**config.mk**
```make
export PLATFORM = sky130hd
export DESIGN_NAME = icache
export DESIGN_NICKNAME = d
export VERILOG_FILES = /design/src/rtl/icache_pkg.sv /design/src/rtl/icache_array.sv /design/src/rtl/icache.sv
export SDC_FILE = /design/constraint.sdc
export NUM_CORES = 2
export LEC_CHECK = 0
export BUFFER_PORTS_ARGS = -buffer_cell sky130_fd_sc_hd__buf_2
export CAP_MARGIN = 10
export CELL_PAD_IN_SITES_DETAIL_PLACEMENT = 0
export CELL_PAD_IN_SITES_GLOBAL_PLACEMENT = 1
export CORE_UTILIZATION = 40
export DETAILED_ROUTE_END_ITERATION = 8
export PLACE_DENSITY_LB_ADDON = 0.1
export SYNTH_ARGS = -nofsm -noshare
export SYNTH_HDL_FRONTEND = slang
export SYNTH_SLANG_ARGS = --single-unit
```
**constraint.sdc**
```tcl
create_clock -name clk_in -period 10.3 [get_ports clk_in]
set_input_delay 1.545 -clock clk_in [delete_from_list [all_inputs] [get_ports clk_in]]
set_output_delay 1.545 -clock clk_in [all_outputs]
set_load 0.01 [all_outputs]
```
**src/rtl/icache_pkg.sv**
```systemverilog
// Shared definitions for the instruction cache: widths, FSM states
// and address helpers.
package icache_pkg;

    localparam int ADDR_WIDTH = 32;
    localparam int WORD_WIDTH = 32;

    typedef enum logic [1:0] {
        IDLE      = 2'd0,
        LOOKUP    = 2'd1,
        MISS_REQ  = 2'd2,
        MISS_WAIT = 2'd3
    } state_e;

    function automatic logic [ADDR_WIDTH-1:0] word_align(
        input logic [ADDR_WIDTH-1:0] a
    );
        return a & ~ADDR_WIDTH'(3);
    endfunction

endpackage

```
**src/rtl/icache_array.sv**
```systemverilog
// Direct-mapped line store: per-line valid bit (reset), tag and data
// (no reset). Combinational read, synchronous write.
module icache_array
    import icache_pkg::*;
#(
    parameter int INDEX_BITS = 6,
    parameter int TAG_BITS   = ADDR_WIDTH - INDEX_BITS - 2
) (
    input  logic                  clk_in,
    input  logic                  rst_in,
    input  logic                  we,
    input  logic [INDEX_BITS-1:0] windex,
    input  logic [TAG_BITS-1:0]   wtag,
    input  logic [WORD_WIDTH-1:0] wdata,
    input  logic [INDEX_BITS-1:0] rindex,
    output logic                  rvalid,
    output logic [TAG_BITS-1:0]   rtag,
    output logic [WORD_WIDTH-1:0] rdata
);

    localparam int LINES = 1 << INDEX_BITS;

    logic [LINES-1:0]      valid_q;
    logic [TAG_BITS-1:0]   tag_q  [LINES];
    logic [WORD_WIDTH-1:0] data_q [LINES];

    always_ff @(posedge clk_in or negedge rst_in) begin
        if (!rst_in) begin
            valid_q <= '0;
        end else if (we) begin
            valid_q[windex] <= 1'b1;
        end
    end

    always_ff @(posedge clk_in) begin
        if (we) begin
            tag_q[windex]  <= wtag;
            data_q[windex] <= wdata;
        end
    end

    assign rvalid = valid_q[rindex];
    assign rtag   = tag_q[rindex];
    assign rdata  = data_q[rindex];

endmodule

```
**src/rtl/icache.sv**
```systemverilog
// Direct-mapped one-word-line instruction cache between the fetch
// stage and the memory controller.
module icache
    import icache_pkg::*;
#(
    parameter int INDEX_BITS = 6
) (
    input  logic                  clk_in,
    input  logic                  rst_in,
    input  logic                  rdy_in,
    input  logic                  flush_in,
    input  logic                  IF2iCache_valid,
    input  logic [ADDR_WIDTH-1:0] IF2iCache_addr,
    output logic                  iCache2IF_ready,
    output logic                  iCache2IF_valid,
    output logic [WORD_WIDTH-1:0] iCache2IF_inst,
    output logic                  iCache2memCon_valid,
    output logic [ADDR_WIDTH-1:0] iCache2memCon_address,
    input  logic                  memCon2iCache_ifbusy,
    input  logic                  memCon2iCache_valid,
    input  logic [WORD_WIDTH-1:0] memCon2iCache_return
);

    localparam int TAG_BITS = ADDR_WIDTH - INDEX_BITS - 2;

    state_e                state_q, state_d;
    logic [ADDR_WIDTH-1:0] addr_q, addr_d;
    logic                  discard_q, discard_d;
    logic                  resp_q, resp_d;
    logic [WORD_WIDTH-1:0] inst_q, inst_d;
    logic                  fill_we;

    logic                  line_valid;
    logic [TAG_BITS-1:0]   line_tag;
    logic [WORD_WIDTH-1:0] line_data;
    logic [INDEX_BITS-1:0] index;
    logic [TAG_BITS-1:0]   tag;
    logic                  hit;

    assign index = addr_q[INDEX_BITS+1:2];
    assign tag   = addr_q[ADDR_WIDTH-1:INDEX_BITS+2];
    assign hit   = line_valid && (line_tag == tag);

    icache_array #(
        .INDEX_BITS(INDEX_BITS)
    ) u_array (
        .clk_in(clk_in),
        .rst_in(rst_in),
        .we    (fill_we && rdy_in),
        .windex(index),
        .wtag  (tag),
        .wdata (memCon2iCache_return),
        .rindex(index),
        .rvalid(line_valid),
        .rtag  (line_tag),
        .rdata (line_data)
    );

    always_comb begin
        state_d   = state_q;
        addr_d    = addr_q;
        discard_d = discard_q;
        resp_d    = 1'b0;
        inst_d    = inst_q;
        fill_we   = 1'b0;
        unique case (state_q)
            IDLE: begin
                if (IF2iCache_valid && !flush_in) begin
                    addr_d  = IF2iCache_addr;
                    state_d = LOOKUP;
                end
            end
            LOOKUP: begin
                if (flush_in) begin
                    state_d = IDLE;
                end else if (hit) begin
                    resp_d  = 1'b1;
                    inst_d  = line_data;
                    state_d = IDLE;
                end else begin
                    state_d = MISS_REQ;
                end
            end
            MISS_REQ: begin
                if (flush_in) begin
                    state_d = IDLE;
                end else if (!memCon2iCache_ifbusy) begin
                    state_d = MISS_WAIT;
                end
            end
            MISS_WAIT: begin
                // A flushed miss still fills the line; only the reply is dropped
                if (memCon2iCache_valid) begin
                    fill_we   = 1'b1;
                    discard_d = 1'b0;
                    state_d   = IDLE;
                    if (!discard_q && !flush_in) begin
                        resp_d = 1'b1;
                        inst_d = memCon2iCache_return;
                    end
                end else if (flush_in) begin
                    discard_d = 1'b1;
                end
            end
            default: state_d = IDLE;
        endcase
    end

    always_ff @(posedge clk_in or negedge rst_in) begin
        if (!rst_in) begin
            state_q   <= IDLE;
            addr_q    <= '0;
            discard_q <= 1'b0;
            resp_q    <= 1'b0;
            inst_q    <= '0;
        end else if (rdy_in) begin
            state_q   <= state_d;
            addr_q    <= addr_d;
            discard_q <= discard_d;
            resp_q    <= resp_d;
            inst_q    <= inst_d;
        end
    end

    assign iCache2IF_ready       = (state_q == IDLE);
    assign iCache2IF_valid       = resp_q;
    assign iCache2IF_inst        = inst_q;
    assign iCache2memCon_valid   = (state_q == MISS_REQ);
    assign iCache2memCon_address = word_align(addr_q);

endmodule

```
## Yosys cells after proc, flatten, opt, wreduce, memory -nomap -nowiden

Memories as Yosys holds them, arrays and structs flattened.
Index checks and enable logic that the tools add are counted.

| storage, ports and cells | value |
|---|---|
| flip-flop bits (word level) | 132 |
| bits in latches | 0 |
| RAM bits | 3584 |
| memory bits (read-only) | 0 |
| output and inout bits | 67 |
| logic and storage cells | 62 |
| memories | 2 |

| cells by class | value |
|---|---|
| $add $sub $neg | 0 |
| multiply operators | 0 |
| div/mod/pow operators | 0 |
| $lt $le $gt $ge | 2 |
| equality and inequality tests | 10 |
| shift-type cells | 0 |
| multiplexer cells | 27 |
| bitwise gates (word level) | 1 |
| reduce and logical (&&, ||, !) cells | 14 |

Memory list:

| name | depth | width | rd ports | clocked after memory_dff | write ports | RTL line | source |
|---|---|---|---|---|---|---|---|
| u_array.data_q | 64 | 32 | 1 | 0 | 1 | icache_array.sv:25 | `logic [WORD_WIDTH-1:0] data_q [LINES];` |
| u_array.tag_q | 64 | 24 | 1 | 0 | 1 | icache_array.sv:24 | `logic [TAG_BITS-1:0] tag_q [LINES];` |

Operators by type and width:

| operator | number |
|---|---|
| $mux W32 | 4 |
| $or A64 B64 Y64 | 1 |
| $pmux W32 S2 | 1 |
| $eq A24 B24 Y1 | 1 |
| $mux W1 | 12 |
| $mux W2 | 6 |
| $ne A2 B2 Y1 const B | 4 |
| $pmux W2 S4 | 1 |
| $lt A6 B7 Y1 const B | 1 |
| $bmux W1 S6 | 1 |
| $demux W1 S6 | 1 |
| $ge A6 B1 Y1 const B | 1 |
| $reduce_and A3 Y1 | 2 |
| $reduce_and A6 Y1 | 1 |
| $logic_and A1 B1 Y1 | 5 |
| $eq A2 B2 Y1 const B | 2 |
| $reduce_and A4 Y1 | 1 |
| $reduce_bool A2 Y1 | 2 |
| $ne A3 B3 Y1 const B | 1 |
| $eq A2 B1 Y1 const B | 1 |
| $logic_not A1 Y1 | 2 |
| $logic_not A2 Y1 | 1 |
| $ne A2 B1 Y1 const B | 1 |
| $pmux W1 S2 | 1 |

## Logic depth before layout (Yosys ltp)

| depth | value |
|---|---|
| word-level depth | 6 |
| gate-level depth with buffers | 20 |
| depth with buffers taken out | 10 |

## By module

From an unflattened synthesis, not the netlist that was laid out.

| second synthesis, totals | value |
|---|---|
| cells, all modules | 6497 |
| area, all modules | 142228.9 um2 |

Modules (own cells, without submodules):

| module | instances | cells each | area each (um2) |
|---|---|---|---|
| icache_array | 1 | 6106 | 138414.0 |
| icache | 1 | 391 | 3814.9 |

## Worst setup path after synthesis

No wires, ideal clock.

| timing path | value |
|---|---|
| path type | register to register |
| start | register addr_q[2] |
| end | memory u_array.data_q[15][0] (enable) |
| library setup time | 0.471 ns |
| arrival | 5.257 ns |
| data required time | 9.829 ns |
| slack | 4.572 ns |
| stages on the path, launching flop included | 15 |
| path buffers | 12 |
| path through | dfrtp_1 buf_2 buf_6 buf_4 buf_4 buf_4 buf_4 buf_4 buf_2 buf_4 buf_4 buf_4 buf_2 nand2_1 nor2_1 |

RTL lines:

| element | RTL line | source |
|---|---|---|
| start, declared | icache.sv:27 | `logic [ADDR_WIDTH-1:0] addr_q, addr_d;` |
| start signal, assigned | icache.sv:118 | `addr_q <= addr_d;` |
| end, declared | icache_array.sv:25 |  |

No word-level cell before the write port.

## Worst setup path after layout

| timing path | value |
|---|---|
| start | register addr_q[2] |
| end | register inst_q[12] (netlist: iCache2IF_inst[12]) |

| between the ends | value |
|---|---|
| word-level cells in the longest chain between the ends | 5 |

Ends and longest elaborated chain:

| element | RTL line | source |
|---|---|---|
| $mem_v2 Z64 W24 / $bmux W1 S6 (equally long branches) | -- |  |
| $eq A24 B24 Y1 / $mux W1 (equally long branches) | icache.sv:42, icache_array.sv:42 |  |
| $logic_and A1 B1 Y1 | icache.sv:42 | `assign hit = line_valid && (line_tag == tag);` |
| $ne A2 B2 Y1 (no line) | -- |  |
| $reduce_and A6 Y1 (no line) | -- |  |
| end signal, assigned | icache.sv:121 | `inst_q <= inst_d;` |
| end, declared | icache.sv:30 | `logic [WORD_WIDTH-1:0] inst_q, inst_d;` |

Parallel ways exist; a longest one is shown, timed or not. The select of a mux whose other input is x is not followed.
A chain may end at the register's enable or synchronous reset.

==> qor.csv <==
stage,metric,value,unit
outcome,status,"complete, no violations",
clock_tree,path_clk_slew,0.06,ns
layout,drive_gt1_share,20.08,%
synth,synthArstFlopShare,3.500,%
power_and_ir_drop,power_leakage,51.02,nW
setup_path,worstPathRequired,11.14,ns
global_route,grt_overflow,0,
timing,timing.hold.ws,0.4615,ns
layout,design_area,0.1605,sq mm
timing,rsz0062_at_grt,false,
placed_design,post-place-ws,3.473,ns
die,num_io_pins,138,
synth,syn_avg_cell_area,18.91,sq um
layout,nNetsFinal,7840,
synth,synthFlopType,edfxtp_1,
setup_path,cp_slowest_cell,nor2_4,
die,core_area,0.3470,sq mm
drt,drtIter0Drc,11441,
die,die_area,0.3519,sq mm
clock_tree,cts_max_level,5,
setup_path,cpMostUsedCell,buf_4,
timing,tightest_slew,1.327,ns
drt,wirelength,543600,microns
clock_tree,cts_buffers,396,
setup_path,crit_type,reg -> reg,
placed_design,dpl-instance-area,0.1476,sq mm
clock_tree,cts_num_sinks,3714,
synth,ys.warnings.count,0,
layout,fillers,29523,
global_route,grt_pass1_wl,717700,microns
synth,synth_edf_count,3584,
setup_path,cp_max_fo,39,
setup_path,worstPathArrival,7.81,ns
setup_path,cp-startpoint,addr_q[2]$_DFFE_PN0P_,
synth,synth_area,0.1398,sq mm
die,start_util,40.29,%
drt,drc,0,
timing,slew_violations,0,
global_route,grt_pass1_vias,78323,
timing,fin_ws,3.332,ns
drt,drtPass1Iterations,6,
timing,maxClockFrequency,0.1435,GHz
drt,avgRoutedWirePerCell,42.81,microns
timing,fin_skew,0.03912,ns
clock_tree,cts-root-buf,clkbuf_16,
setup_path,cp-end-kind,flip-flop,
drt,drtAntennaViolNets,0,
timing,tns,0,ns
die,die_w,593.2,microns
layout,final_cells,12697,
setup_path,crit_chain,buf_4 > nor2_4 > buf_4 > a22o_1 > a222oi_1 > o21ai_0 > o22ai_1 > nor4_2 > buf_4 > nand3_1 > o31ai_4 > buf_4 > buf_4 > mux2_2,
drt,viasPerCell,6.474,
synth,syn-instance-count,7392,
synth,ys_seq_area_share,79.30,%
layout,postLayoutCoreUtil,46.24,%
drt,vias,82200,
die,die_height,593.2,microns
layout,regArea,0.1109,sq mm
layout,multiInputGateArea,0.02734,sq mm
timing,period_needed,6.968,ns
timing,relSlewSlack,11.53,%
clock_tree,cts_hold_buf,0,
global_route,antenna_found_initial,44,
setup_path,critPathMaxStageDelay,1.07,ns
job,cap_violations,0,
clock_tree,cts_tree,yes,
clock_tree,postCtsSetupRepairBufs,0,
synth,synth_seq_cells,3714,
placed_design,dp.cells,11949,
setup_path,start_kind,flip-flop,
clock_tree,ctsResizeCount,0,
clock_tree,cts.path.max_buffers,4,
timing,hold_viol_final,0,
layout,area_delta_synth_final,14.77,%
global_route,grt_max_degree,90,
timing,period_share,67.65,%
power_and_ir_drop,p_total,44.47,mW
synth,synth_cell_type_count,73,
min_path,worstHoldPathType,in -> async,
placed_design,gp_congestion,0.7974,
placed_design,dp_hpwl,284000,microns
setup_path,r2r_start,addr_q[2]$_DFFE_PN0P_,
power_and_ir_drop,power_density,277.1,mW/mm^2
clock_tree,clock_latency,0.99,ns
die,rows,216,
timing,setup_viol,0,
global_route,grt_use_total,30.42,%
placed_design,portBuffers,133,
power_and_ir_drop,vdd_drop_max,247.5,uV
-- critical path, delay by kind of cell (launching register included) --
| family | cells | cell delay (ns) |
|---|---|---|
| AO/OA/AOI/OAI | 5 | 1.30 |
| multiplexers | 1 | 0.41 |
| flip-flops | 1 | 0.69 |
| buffers and inverters | 5 | 2.39 |
| AND/OR/NAND/NOR | 3 | 1.84 |
-- per-layer routing --
| layer | share of wire (%) | GRT usage (%) |
|---|---|---|
| met2 | 47 | 48.97 |
| met1 | 41 | 42.52 |
| met3 | 8.2 | 4.459 |
| met4 | 3.7 | 10.21 |
| met5 | 0.0057 | 0 |
-- area by class of cell --
| type | count | share of cell area, % |
|---|---|---|
| inverter | 25 | 0.06783 |
| sequential | 3714 | 69.13 |
| multi-input combinational | 3164 | 17.04 |
| clock inverter | 205 | 1.334 |
| antenna | 17 | 0.02651 |
| clock buffer | 526 | 6.646 |
| timing repair buffer | 468 | 2.191 |
| tap | 4578 | 3.570 |
-- synthesized netlist by cell type, types with 13 or more instances --
library cell | number | area [sq um]
edfxtp_1 | 3584 | 107600
a22oi_1 | 609 | 4572
mux2i_1 | 314 | 3143
a221oi_1 | 290 | 2540
clkbuf_1 | 279 | 1047
mux4_2 | 202 | 4549
mux2_2 | 197 | 2218
a21oi_1 | 170 | 850.8
nor2_1 | 164 | 615.6
a22o_1 | 156 | 1366
nand2_1 | 154 | 578.1
o21ai_0 | 142 | 710.7
dfrtp_1 | 130 | 3253
a31oi_1 | 103 | 644.4
o22ai_1 | 96 | 600.6
buf_1 | 78 | 292.8
buf_2 | 77 | 385.4
nand4_1 | 76 | 475.5
or2_2 | 68 | 425.4
a221o_1 | 63 | 630.6
nand3_1 | 50 | 250.2
buf_4 | 37 | 277.8
nor3_1 | 31 | 155.2
inv_1 | 22 | 82.58
nor4_1 | 21 | 131.4
o211ai_1 | 21 | 157.7
buf_6 | 19 | 214.0
mux2_1 | 17 | 191.4
a211oi_1 | 16 | 120.1
a41oi_1 | 16 | 140.1
xnor2_1 | 15 | 131.4
o221ai_1 | 14 | 122.6
a222oi_1 | 13 | 130.1
-- path summary, 6_finish.rpt --
| path | end | slack, ns | cells past startpoint |
|---|---|---|---|
| min in group clk_in | u_array.valid_q[46]$_DFFE_PN0P_ | 0.46 | 1 |
| max | iCache2IF_inst[12]$_DFFE_PN0P_ | 3.33 | 14 |
| min reg2reg | u_array.valid_q[46]$_DFFE_PN0P_ | 0.46 | 1 |
| max reg2reg | iCache2IF_inst[12]$_DFFE_PN0P_ | 3.33 | 14 |
| min | addr_q[27]$_DFFE_PN0P_ | 0.46 | 1 |
| max in group asynchronous | addr_q[2]$_DFFE_PN0P_ | 7.97 | 3 |
-- state kept, by name, summed over array words and instances (netlist names) --
register / cells
iCache2IF_inst: 32
discard_q: 1
iCache2IF_valid: 1
u_array.valid_q: 64
addr_q: 30
u_array.tag_q: 1536
state_q: 2
u_array.data_q: 2048
-- where the power goes --
part           internal (mW)  switching, mW  leakage, nW
registers               17.5          0.342         33.9
logic                   3.61           8.75         10.9
clock network           8.22           6.00         6.24
total                   29.4           15.1         51.0
-- layout by cell type, fill, tap and decap left out, drive strengths merged, types with 165 or more instances in the layout --
master / netlist / routed
a221oi: 290 / 290
mux2i: 314 / 314
nor2: 165 / 165
edfxtp: 3584 / 3584
a21oi: 170 / 170
a22oi: 609 / 609
buf: 211 / 468
mux2: 214 / 214
clkbuf: 279 / 526
mux4: 202 / 202
-- cell families after synthesis --
logic type	synth area share, %
AO/OA/AOI/OAI	9.463
XOR/XNOR	0.1441
buffers and inverters	1.655
flip-flops	79.30
multiplexers	7.225
other	0.002682
AND/OR/NAND/NOR	2.210
No activity file was read; power rests on OpenSTA's default activity.
